<file path="src/rtl/fetch_controller.sv">
// ---------------------------------------------------------------------------
// fetch_controller
//   Sequences a synchronous instruction ROM (1-cycle read latency). It owns
//   the program counter, issues at most one read per cycle, buffers the
//   returned words in a 2-entry FIFO and presents them downstream with a
//   valid/ready handshake. Each word is tagged with its fetch address.
//   The block handles start, jumps (which flush all buffered and in-flight
//   words) and stops fetching once a HALT_OP word has been buffered.
//
// Ports
//   clk_i          clock, rising edge
//   reset_i        asynchronous, active-high reset
//   start_i        pulse, IDLE -> RUN (ignored in other states)
//   jump_en_i      pulse, flush and redirect PC to jump_addr_i, enter RUN
//   jump_addr_i    jump target
//   rom_addr_o     ROM read address (the PC register)
//   rom_en_o       ROM read strobe (combinational issue decision)
//   rom_data_i     ROM word for the address issued in the previous cycle
//   instr_o        FIFO head word
//   instr_pc_o     address of the FIFO head word
//   instr_valid_o  FIFO head is valid
//   instr_ready_i  downstream accepts the head word
//   halted_o       high while in HALTED state
// ---------------------------------------------------------------------------
module fetch_controller #(
    parameter int                ADDR_W   = 8,
    parameter int                INSTR_W  = 24,
    parameter logic [ADDR_W-1:0] RESET_PC = '0,
    parameter logic [5:0]        HALT_OP  = 6'h3F
) (
    input  logic               clk_i,
    input  logic               reset_i,
    input  logic               start_i,
    input  logic               jump_en_i,
    input  logic [ADDR_W-1:0]  jump_addr_i,
    output logic [ADDR_W-1:0]  rom_addr_o,
    output logic               rom_en_o,
    input  logic [INSTR_W-1:0] rom_data_i,
    output logic [INSTR_W-1:0] instr_o,
    output logic [ADDR_W-1:0]  instr_pc_o,
    output logic               instr_valid_o,
    input  logic               instr_ready_i,
    output logic               halted_o
);

    typedef enum logic [1:0] {
        S_IDLE   = 2'd0,
        S_RUN    = 2'd1,
        S_HALTED = 2'd2
    } state_e;

    localparam logic [ADDR_W-1:0] PC_ONE = {{(ADDR_W-1){1'b0}}, 1'b1};

    // Opcode field lives in the top six bits of the instruction word.
    function automatic logic is_halt(input logic [INSTR_W-1:0] word);
        return (word[INSTR_W-1 -: 6] == HALT_OP);
    endfunction

    state_e              state_q, state_d;
    logic [ADDR_W-1:0]   pc_q, pc_d;
    logic                inflight_q, inflight_d;
    logic [ADDR_W-1:0]   inflight_pc_q, inflight_pc_d;
    logic [1:0]          occ_q, occ_d;
    logic                wr_ptr_q, wr_ptr_d;
    logic                rd_ptr_q, rd_ptr_d;
    logic [INSTR_W-1:0]  fifo_data_q [2];
    logic [ADDR_W-1:0]   fifo_pc_q   [2];

    logic                pop_s;
    logic                push_s;
    logic                issue_s;
    logic [2:0]          demand_s;

    // Handshake, issue and return-path decisions for the current cycle.
    always_comb begin
        pop_s    = (occ_q != 2'd0) && instr_ready_i;
        // Slots that will be committed after this edge if nothing new issues;
        // a pop this cycle frees a slot for the next read immediately.
        demand_s = {1'b0, occ_q} + {2'b00, inflight_q} - {2'b00, pop_s};
        issue_s  = (state_q == S_RUN) && !jump_en_i && (demand_s < 3'd2);
        // Returning data is discarded on a jump, and once HALTED a word that
        // was issued behind the HALT word is never buffered.
        push_s   = inflight_q && !jump_en_i && (state_q != S_HALTED);
    end

    // Next-state logic for the FSM, PC, in-flight tracking and FIFO pointers.
    always_comb begin
        state_d       = state_q;
        pc_d          = pc_q;
        inflight_d    = 1'b0;
        inflight_pc_d = inflight_pc_q;
        occ_d         = occ_q;
        wr_ptr_d      = wr_ptr_q;
        rd_ptr_d      = rd_ptr_q;

        if (jump_en_i) begin
            // A same-cycle pop is simply absorbed by the flush.
            state_d  = S_RUN;
            pc_d     = jump_addr_i;
            occ_d    = 2'd0;
            wr_ptr_d = 1'b0;
            rd_ptr_d = 1'b0;
        end else begin
            case (state_q)
                S_IDLE: begin
                    if (start_i) begin
                        state_d = S_RUN;
                    end else begin
                        state_d = S_IDLE;
                    end
                end
                S_RUN: begin
                    if (push_s && is_halt(rom_data_i)) begin
                        state_d = S_HALTED;
                    end else begin
                        state_d = S_RUN;
                    end
                end
                S_HALTED: begin
                    state_d = S_HALTED;
                end
                default: begin
                    state_d = S_IDLE;
                end
            endcase

            if (issue_s) begin
                inflight_d    = 1'b1;
                inflight_pc_d = pc_q;
                pc_d          = pc_q + PC_ONE;
            end else begin
                inflight_d    = 1'b0;
            end

            occ_d    = occ_q + {1'b0, push_s} - {1'b0, pop_s};
            wr_ptr_d = wr_ptr_q ^ push_s;
            rd_ptr_d = rd_ptr_q ^ pop_s;
        end
    end

    // Control state registers.
    always_ff @(posedge clk_i or posedge reset_i) begin
        if (reset_i) begin
            state_q       <= S_IDLE;
            pc_q          <= RESET_PC;
            inflight_q    <= 1'b0;
            inflight_pc_q <= '0;
            occ_q         <= 2'd0;
            wr_ptr_q      <= 1'b0;
            rd_ptr_q      <= 1'b0;
        end else begin
            state_q       <= state_d;
            pc_q          <= pc_d;
            inflight_q    <= inflight_d;
            inflight_pc_q <= inflight_pc_d;
            occ_q         <= occ_d;
            wr_ptr_q      <= wr_ptr_d;
            rd_ptr_q      <= rd_ptr_d;
        end
    end

    // FIFO storage; cleared on reset so the head reads as zero afterwards.
    always_ff @(posedge clk_i or posedge reset_i) begin
        if (reset_i) begin
            fifo_data_q[0] <= '0;
            fifo_data_q[1] <= '0;
            fifo_pc_q[0]   <= '0;
            fifo_pc_q[1]   <= '0;
        end else if (push_s) begin
            fifo_data_q[wr_ptr_q] <= rom_data_i;
            fifo_pc_q[wr_ptr_q]   <= inflight_pc_q;
        end else begin
            fifo_data_q[wr_ptr_q] <= fifo_data_q[wr_ptr_q];
            fifo_pc_q[wr_ptr_q]   <= fifo_pc_q[wr_ptr_q];
        end
    end

    assign rom_addr_o    = pc_q;
    assign rom_en_o      = issue_s;
    assign instr_o       = fifo_data_q[rd_ptr_q];
    assign instr_pc_o    = fifo_pc_q[rd_ptr_q];
    assign instr_valid_o = (occ_q != 2'd0);
    assign halted_o      = (state_q == S_HALTED);

endmodule

</file>
<file path="config.mk">
export PLATFORM = sky130hd
export DESIGN_NAME = fetch_controller
export DESIGN_NICKNAME = d
export VERILOG_FILES = /design/src/rtl/fetch_controller.sv
export SDC_FILE = /design/constraint.sdc
export NUM_CORES = 1
export LEC_CHECK = 0
export BUFFER_PORTS_ARGS = -buffer_cell sky130_fd_sc_hd__buf_4
export CORE_UTILIZATION = 30
export DETAILED_ROUTE_END_ITERATION = 10
export GPL_ROUTABILITY_DRIVEN = 0
export GPL_TIMING_DRIVEN = 0
export SLEW_MARGIN = 20
export SYNTH_ARGS = -nofsm -noshare
export SYNTH_HDL_FRONTEND = slang
export SYNTH_SLANG_ARGS = --single-unit
</file>
<file path="constraint.sdc">
create_clock -name clk_i -period 2.6 [get_ports clk_i]
set_clock_uncertainty 0.05 [all_clocks]
set_input_delay 0 -clock clk_i [delete_from_list [all_inputs] [get_ports clk_i]]
set_output_delay 0 -clock clk_i [all_outputs]
set_load 0.02 [all_outputs]
</file>
==> results.md, run 1 <==
* Status: finished clean
* Initial Utilization at 0.308
* I/O Buffers at 79
* WP data arrival at 2.60 ns
* Syn Inst Count at 293
* NumNets Final at 462
* LEAKAGE at 2.50 nW
* Top-area cell type share of the netlist area at 0.558
* Worst-path fanout max at 6
* Power density cells at 1240 mW/mm^2
* Crit end category: register
* Skew-Pair Late Insertion Delay at 0.34 ns
* Initial antenna violation count at 0
* Mean number of vias per cell at 4.60
* Post-Route WL at 8.80 mm
* Worst Hold Class: in -> reg
* Total track usage at 0.142
* Mapped cell area at 0.00390 sq mm
* Die area at 0.0135 sq mm
* Vias in the first global route at 2,880
* Layout area overhead at 39.2%
* Chip width at 116 microns
* Max layer used: met4
* Placed cell areas at 0.00474 sq mm
* Worst hold slack at 0.0843 ns
* CTS H-tree depth at 3
* Final setup violating endpoints at 0
* Startpoint types: register
* DR WL met3 at 344 microns
* Synth top area cells: dfrtp_1, mux2_2, nand2_1
* # IOs at 80
* Highest Clock Rate at 411 MHz
* TritonCTS Sinks at 87
* Clock Tree Root: clkbuf_16
* # rows at 41
* Sequential element share of the synthesized area at 0.558
* Grt ovf at 0
* Hpwl dp at 6.04 mm
* Area of the core at 0.0127 sq mm
* Most common cell in the synthesized netlist: mux2_2
* Yosys top cell by area: dfrtp_1
* DR WL/cell at 14.7 microns
* CTS tree: done
* Post-route antenna net violation count at 0
* Crit path required time at 2.77 ns
* Post-synth EDFFs at 0
* Clock Path Buffers at 2
* Total number of vias at 2,745
* Die Y at 116 microns
* Reg2reg path depth at 7
* DRC at 0
* Worst-Margin Slew at 0.649 ns
* Final Max Slew Viols at 0
* Final Critical Period at 2.43 ns
* Synth Register Bits at 87
* Syn nets at 334
* First-pass GRT wire length at 14.3 mm
* Fin crit share at 0.935
* Syn avg cell area at 13.3 sq um
* Fin. Hold Viols at 0
* Post-synth ARST share at 1.00
* Iteration-0 DRC Markers at 116
* Crit path kind: reg -> reg
* Diode count at 0
* Largest net degree at the start of global routing at 48
* Reg clk slew, reported paths at 0.06 ns
* Syn. warnings at 0
* Met2 wire length at 4.42 mm
* Slew HR at 0.567
* Hold path cells at 4
* Number of library cell types mapped by synthesis at 36
* Layout cells sized above 1 at 0.485
* Wl on met1 at 3.90 mm
* Post-synth top flop: dfrtp_1
* CTS Buf Count at 9
* Pre-antenna DRT Iters at 4
* VDD IR max at 0.000477 V
* Final Instance Area at 0.00543 sq mm
* Max-Cap Viols at 0
* Commonest cells post-synth: mux2_2, dfrtp_1, nand2_1
* RSZ-0062 raised after global routing: no
layer usage:
metal | up-vias | global-route usage
li1 | 1294 | -
met1 | 1374 | 0.172
met2 | 64 | 0.243
met3 | 13 | 0.0282
met4 | 0 | 0.0658
met5 | - | 0
cells by family after synthesis:
kind of cell,synth area share
multiplexers,0.277
flip-flops,0.558
AND/OR/NAND/NOR,0.0712
buffers and inverters,0.0289
AO/OA/AOI/OAI,0.0369
XOR/XNOR,0.0135
adder cells (fa/ha/maj),0.0147
final timing paths:
| kind | startpoint | end | slack, ns |
|---|---|---|---|
| worst max-delay path | occ_q[0]$_DFF_PP0_ | rom_addr_o[4]$_DFFE_PP0P_ | 0.17 |
| worst min-delay path | instr_ready_i | rd_ptr_q$_DFF_PP0_ | 0.08 |
| worst max register to register | occ_q[0]$_DFF_PP0_ | rom_addr_o[4]$_DFFE_PP0P_ | 0.17 |
| worst min register to register | fifo_data_q[14]$_DFFE_PP0P_ | fifo_data_q[14]$_DFFE_PP0P_ | 0.45 |
| max in group asynchronous | reset_i | occ_q[1]$_DFF_PP0_ | 1.63 |
| min in group asynchronous | reset_i | fifo_data_q[41]$_DFFE_PP0N_ | 0.24 |
sequential cells by signal, indices dropped and copies added (netlist names):
signal         flops
fifo_data_q       48
fifo_pc_q         16
inflight_pc_q      8
inflight_q         1
occ_q              2
rd_ptr_q           1
rom_addr_o         8
state_q            2
wr_ptr_q           1
stage by stage:
stage	TNS, ns	total power [mW]	utilization	setup WS [ns]	cells
6_report	0	6.74	0.429	0.169	597
5_1_grt	0	7.21	0.429	0.0185	597
4_1_cts	0	6.84	0.428	0.0701	596
3_5_place_dp	0	5.39	0.374	0.0189	545
3_3_place_gp	-61.67	5.29	0.372	-0.716	544
2_1_floorplan	0	4.32	-	0.300	293
placed cells by master (no fill, tap or decap), types with 2 or more instances in the layout:
| master | netlist | layout |
|---|---|---|
| clkinv_2 | 0 | 2 |
| nor2_1 | 8 | 7 |
| nor2b_1 | 2 | 2 |
| bufinv_16 | 0 | 2 |
| inv_1 | 7 | 6 |
| a221o_1 | 4 | 4 |
| dlygate4sd3_1 | 0 | 37 |
| nand2_1 | 28 | 28 |
| nand3_1 | 5 | 5 |
| buf_6 | 3 | 3 |
| buf_4 | 1 | 82 |
| buf_2 | 6 | 4 |
| clkbuf_16 | 0 | 9 |
| ha_1 | 3 | 3 |
| clkbuf_1 | 4 | 5 |
| o31ai_1 | 2 | 2 |
| dfrtp_1 | 87 | 86 |
| xor2_1 | 3 | 3 |
| o21ai_0 | 7 | 7 |
| xnor2_1 | 3 | 3 |
| mux2_2 | 96 | 96 |
| nor3_1 | 2 | 2 |
| a21bo_2 | 2 | 2 |
| nand4_1 | 4 | 4 |
cell type report:
type / count / area, sq um
buffer: 13 / 83.8
clock buffer: 11 / 243
clock inverter: 4 / 70.1
fill: 1218 / 7240
inverter: 7 / 28.8
multi-input combinational: 185 / 1620
sequential: 87 / 2180
tap: 172 / 215
timing repair buffer: 118 / 998
worst max-delay path, cell delays in order (launching register included):
cell	delay, ns
dfrtp_1	0.41
nor2_2	0.16
o21ai_0	0.12
fa_1	0.49
nand4bb_1	0.12
o21ai_1	0.39
a21bo_2	0.27
a221o_1	0.29
where the power goes:
group          total [mW]  switching [mW]  internal (mW)  leakage (nW)
logic                3.01            1.43           1.58          1.28
clock network        1.37           0.507          0.859         0.155
registers            2.36           0.376           1.99          1.06
total                6.74            2.32           4.42          2.50
what timing repair did:
| item | 4_1_cts | 5_1_grt |
|---|---|---|
| endpoints found under the setup margin | 1 | 6 |
| buffers inserted | 0 | 1 |
| hold endpoints to repair | 97 | 0 |
| pin swaps | 0 | 0 |
| resized for setup | 2 | 2 |
| hold buffers | 37 | 0 |
Power figures use the tool's default switching activity.
==> inputs of run 2 (changes only) <==
Settings changed: CTS_BUF_LIST from default to sky130_fd_sc_hd__clkbuf_8.
==> run 2 against run 1 <==
Effect of this change:
- global-route usage shrank 0.18 points
- hold slack lost 0.031 ns
- critical path depth stayed put
- via count up 0.18%
- sequential share of layout area is 0.76 points higher
- fmax down 0.21%
- critical path type unchanged
- total power decreased by 5.2%
- setup slack worse by 0.0051 ns
- routed wire length is 0.58% lower
==> results.md, run 2 (same netlist as run 1, synthesis figures left out) <==
* # IOs at 80
* CTS tree: done
* Reg2Reg Setup Slack at 0.16 ns
* Layout area overhead at 36.6%
* Status: finished clean
* Mean number of vias per cell at 4.61
* WP data arrival at 2.63 ns
* Pre-antenna DRT Iters at 4
* Crit-path cells: nor2_2, o21ai_0, fa_1, nand4bb_1, o21ai_1, a21bo_2, a221o_1
* Biggest register: fifo_data_q
* TritonCTS Sinks at 87
* Crit end category: register
* Initial antenna violation count at 0
* Final Power at 6.39 mW
* Highest Clock Rate at 410 MHz
* Max-Cap Viols at 0
* Utilization after layout at 0.421
* Fin crit share at 0.937
* Max FFs per register at 48
* CTS Buf Count at 9
* Non-Filler Instances at 597
* Clock power share at 0.160
* Die area at 0.0135 sq mm
* Power density cells at 1200 mW/mm^2
* Reg2reg end: rom_addr_o[4]$_DFFE_PP0P_
* DRC at 0
* Worst hold slack at 0.0531 ns
* Slowest stage cell, crit path: fa_1
* Reg-to-Reg Start: occ_q[0]$_DFF_PP0_
* Total track usage at 0.140
* Layout cells sized above 1 at 0.485
* Initial Utilization at 0.308
* Worst Hold Class: in -> reg
* VDD IR max at 0.000399 V
* Internal power at 4.11 mW
* FF+latch area at 0.00218 sq mm
* Chip width at 116 microns
* Crit path kind: reg -> reg
* Vias in the first global route at 2,887
* Combinational Power Share at 0.471
* Startpoint types: register
* Skew-Pair Late Insertion Delay at 0.36 ns
* Area of the core at 0.0127 sq mm
* DR WL/cell at 14.7 microns
* Die Y at 116 microns
* Worst-path fanout max at 6
* LEAKAGE at 2.46 nW
* Largest regs: fifo_data_q x48, fifo_pc_q x16
* Setup_tns at 0 ns
* Multi-input logic area at 0.00162 sq mm
* Final Critical Period at 2.44 ns
* Sequential share of power at 0.369
* NumNets Final at 462
* Clock Tree Root: clkbuf_8
* First-pass GRT wire length at 14.2 mm
* Post-Route WL at 8.75 mm
* Final setup violating endpoints at 0
* Worst Setup SP: occ_q[0]$_DFF_PP0_
* Reg2reg path depth at 7
* Most frequent cells in the layout: mux2_2, dfrtp_1, buf_4, dlygate4sd3_1, nand2_1
* Diode count at 0
* Iteration-0 DRC Markers at 98
* Commonest non-fill, non-tap cell in the layout: mux2_2
* RSZ-0062 raised after global routing: no
* Switching Share at 0.356
* Placed instance count at 545
* Final Max Slew Viols at 0
* End point of the critical path: rom_addr_o[4]$_DFFE_PP0P_
* Largest net degree at the start of global routing at 48
* I/O Buffers at 79
* # rows at 41
* Crit path required time at 2.80 ns
* Net Sw Power at 2.28 mW
* Total number of vias at 2,750
* Slowest stage delay, CP at 0.49 ns
* Clock Path Buffers at 2
* Fin. Hold Viols at 0
* Post-route antenna net violation count at 0
* Worst-Margin Slew at 0.660 ns
* # fillers at 1,219
* Reg clk slew, reported paths at 0.09 ns
* Hpwl dp at 6.04 mm
* CTS H-tree depth at 3
* Slew HR at 0.560
* Grt ovf at 0
run 2: cell types whose count changed in the layout (fill, tap and decap cells not counted), sizes merged:
cell,before,now
clkbuf,15,14
inv,7,8
run 2: critical path: cells and delay by family (launching register included):
kind / cells / cell delay [ns]
adder cells (fa/ha/maj): 1 / 0.49
flip-flops: 1 / 0.42
AO/OA/AOI/OAI: 4 / 1.08
AND/OR/NAND/NOR: 2 / 0.28
run 2: final cells by class:
type                            count  area share
Sequential cell                    87       0.409
Multi-Input combinational cell    185       0.303
Timing Repair Buffer              118       0.187
Tap cell                          172      0.0404
Clock buffer                       10      0.0258
Buffer                             13      0.0157
Clock inverter                      5      0.0138
Inverter                            7     0.00540
run 2: power groups by stage:
stage               combinational [mW]  clock (mW)  sequential [mW]
floorplan                         1.99           0             2.33
global placement                  2.94           0             2.35
detailed placement                3.00           0             2.39
CTS                               3.06        1.07             2.36
global route                      3.29        1.12             2.44
finish                            3.01        1.03             2.36
run 2: metal layers:
layer  track usage  wire (microns)  vias up
met5             0               0        -
met4        0.0624             143        0
met3        0.0262             329       14
met2         0.240            4370       68
met1         0.172            3910     1380
li1              -               -     1288
run 2: worst min-delay path by stage:
stage / end / from / slack [ns] / cells past startpoint
after floorplan: rom_addr_o[6]$_DFFE_PP0P_ / jump_addr_i[6] / 0.07 / 2
after global placement: rom_addr_o[0]$_DFFE_PP0P_ / jump_addr_i[0] / 0.17 / 3
after detailed placement: fifo_data_q[17]$_DFFE_PP0P_ / reset_i / 0.05 / 2
after CTS: rd_ptr_q$_DFF_PP0_ / instr_ready_i / 0.04 / 4
after global routing: rd_ptr_q$_DFF_PP0_ / instr_ready_i / 0.07 / 4
final: rd_ptr_q$_DFF_PP0_ / instr_ready_i / 0.05 / 4
run 2: what timing repair did:
item                       in CTS  in global routing
setup endpoints to repair       1                  3
buffers inserted                1                  0
hold endpoints to repair       98                  0
hold buffers                   37                  0
gates resized for setup         2                  2
run 2: through the flow:
step / cell area (sq um) / setup WS (ns)
final: 5330 / 0.164
after global routing: 5330 / 0.00753
after CTS: 5330 / 0.0732
after detailed placement: 4740 / 0.0189
after global placement: 4710 / -0.716
after floorplan: 3900 / 0.300
==> inputs of run 3 (changes only) <==
Settings changed: CORE_UTILIZATION 30 to 40.
Clock period 2.6 ns to 2.1 ns, I/O delays scaled along.
==> run 3 against run 2 <==
Effect of this change:
- the flow now finishes with violations (setup timing)
- routed wire length decreased by 2.6%
- register-to-register slack lost 0.40 ns
- non-clock buffer count is 17 higher
- total power is 31% higher
- sequential power up 25%
- hold slack improved by 0.053 ns
- combinational power increased by 42%
- sequential cell count is the same
- largest power group unchanged
==> results.md, run 3 (same netlist as run 1, synthesis figures left out) <==
* Initial Utilization at 0.418
* CP dominant cell by count: buf_6
* Diode count at 0
* Fin. Hold Viols at 0
* Clock Path Buffers at 2
* Iteration-0 DRC Markers at 83
* Crit-path cells: nand2_2, nor2_4, buf_6, fa_2, nand4bb_1, or2_1, buf_6, buf_8, inv_2, buf_6
* Final Instance Area at 0.00559 sq mm
* Largest regs: fifo_data_q x48, fifo_pc_q x16
* Reg clk slew, reported paths at 0.08 ns
* Initial antenna violation count at 0
* Final Critical Period at 2.37 ns
* WP data arrival at 2.32 ns
* Hold Startpoint: instr_ready_i
* Chip width at 101 microns
* Placed instance count at 504
* First-pass GRT wire length at 13.9 mm
* Final Power at 8.38 mW
* Mean number of vias per cell at 4.84
* Skew-Pair Late Insertion Delay at 0.35 ns
* Crit end category: output pin
* Slowest stage cell, crit path: fa_2
* Final setup margin at -0.267 ns
* Crit path required time at 2.05 ns
* LEAKAGE at 2.57 nW
* NumNets Final at 479
* Worst-path fanout max at 2
* Total track usage at 0.180
* Grt ovf at 0
* Layout cells sized above 1 at 0.558
* Pre-antenna DRT Iters at 4
* Non-Filler Instances at 572
* Max-Cap Viols at 0
* Area of the core at 0.00933 sq mm
* Slowest stage delay, CP at 0.55 ns
* CTS Buf Count at 9
* Total number of vias at 2,770
* Post-Route WL at 8.52 mm
* # rows at 35
* Reg-to-Reg Start: occ_q[1]$_DFF_PP0_
* CTS tree: done
* Crit path kind: reg -> out
* Placed cell areas at 0.00475 sq mm
* Startpoint types: register
* Die Y at 101 microns
* Clock Tree Root: clkbuf_8
* Largest net degree at the start of global routing at 25
* I/O Buffers at 79
* DRC at 0
* Setup_tns at -3.60 ns
* Biggest register: fifo_data_q
* Final setup violating endpoints at 18
* CTS H-tree depth at 3
* Vias in the first global route at 2,807
* Worst Setup SP: occ_q[1]$_DFF_PP0_
* Status: finished with violations
* Commonest non-fill, non-tap cell in the layout: mux2_2
* VDD IR max at 0.000712 V
* Fin crit share at 1.13
* Max FFs per register at 48
* Highest Clock Rate at 422 MHz
* Hpwl dp at 5.55 mm
* Power density cells at 1500 mW/mm^2
* Failing checks: setup timing
* TritonCTS Sinks at 87
* Slew HR at 0.641
* RSZ-0062 raised after global routing: yes
* Die area at 0.0102 sq mm
* Worst-Margin Slew at 0.537 ns
* DR WL/cell at 14.9 microns
* Most frequent cells in the layout: mux2_2, buf_4, dfrtp_1, dlygate4sd3_1, nand2_1
* Post-route antenna net violation count at 0
* Final Max Slew Viols at 0
* Layout area overhead at 43.2%
* # IOs at 80
* Worst Hold Class: in -> reg
==> run 3: worst max-delay path, delay by kind of cell (launching register included) <==
kind          cells  cell delay [ns]
simple gates      4             0.51
fa+ha+maj         1             0.55
flops             1             0.41
buf+inv           5             0.49
==> run 3: layer usage <==
metal / vias up / share of wire / global-route usage / wire length (microns)
li1: 1325 / - / - / -
met5: - / 0 / 0 / 0
met2: 62 / 0.50 / 0.295 / 4230
met1: 1375 / 0.46 / 0.233 / 3880
met3: 8 / 0.040 / 0.0485 / 342
met4: 0 / 0.0081 / 0.0580 / 69
==> run 3: stage by stage <==
stage | worst slack, ns | utilization | hold WS, ns
after floorplan | -0.0913 | - | 0.0710
after global placement | -0.274 | 0.501 | 0.170
after detailed placement | -0.281 | 0.509 | 0.0299
after CTS | -0.283 | 0.592 | 0.0648
after global routing | -0.355 | 0.599 | 0.106
final | -0.267 | 0.599 | 0.106
==> run 3: cell type report <==
class	count	area, sq um
fill	772	3740
clock inverter	6	62.6
sequential	87	2180
tap	129	161
timing repair buffer	134	1170
inverter	7	32.5
clock buffer	10	138
multi-input combinational	185	1730
buffer	14	109
==> run 3: final timing paths <==
kind / end / slack (ns) / cells past startpoint
min: rd_ptr_q$_DFF_PP0_ / 0.11 / 4
max: rom_en_o / -0.27 / 10
max in group asynchronous: fifo_data_q[29]$_DFFE_PP0N_ / 1.12 / 5
max reg2reg: inflight_pc_q[0]$_DFFE_PP0P_ / -0.24 / 12
min reg2reg: inflight_pc_q[3]$_DFFE_PP0P_ / 0.45 / 2
min in group asynchronous: rom_addr_o[3]$_DFFE_PP0P_ / 0.20 / 3
==> run 3: repair_timing <==
| item | 4_1_cts | 5_1_grt |
|---|---|---|
| gates resized for setup | 28 | 18 |
| hold buffers | 37 | 0 |
| gates cloned | 1 | 0 |
| endpoints found under the setup margin | 37 | 35 |
| hold endpoints to repair | 100 | 0 |
| setup buffers | 14 | 0 |
| pin swaps | 8 | 10 |
==> run 3: power by group <==
group          total [mW]  leakage, nW  switching (mW)  internal, mW
clock network        1.16        0.105           0.579         0.578
logic                4.28         1.41            1.95          2.32
registers            2.95         1.06           0.493          2.46
total                8.38         2.57            3.03          5.36
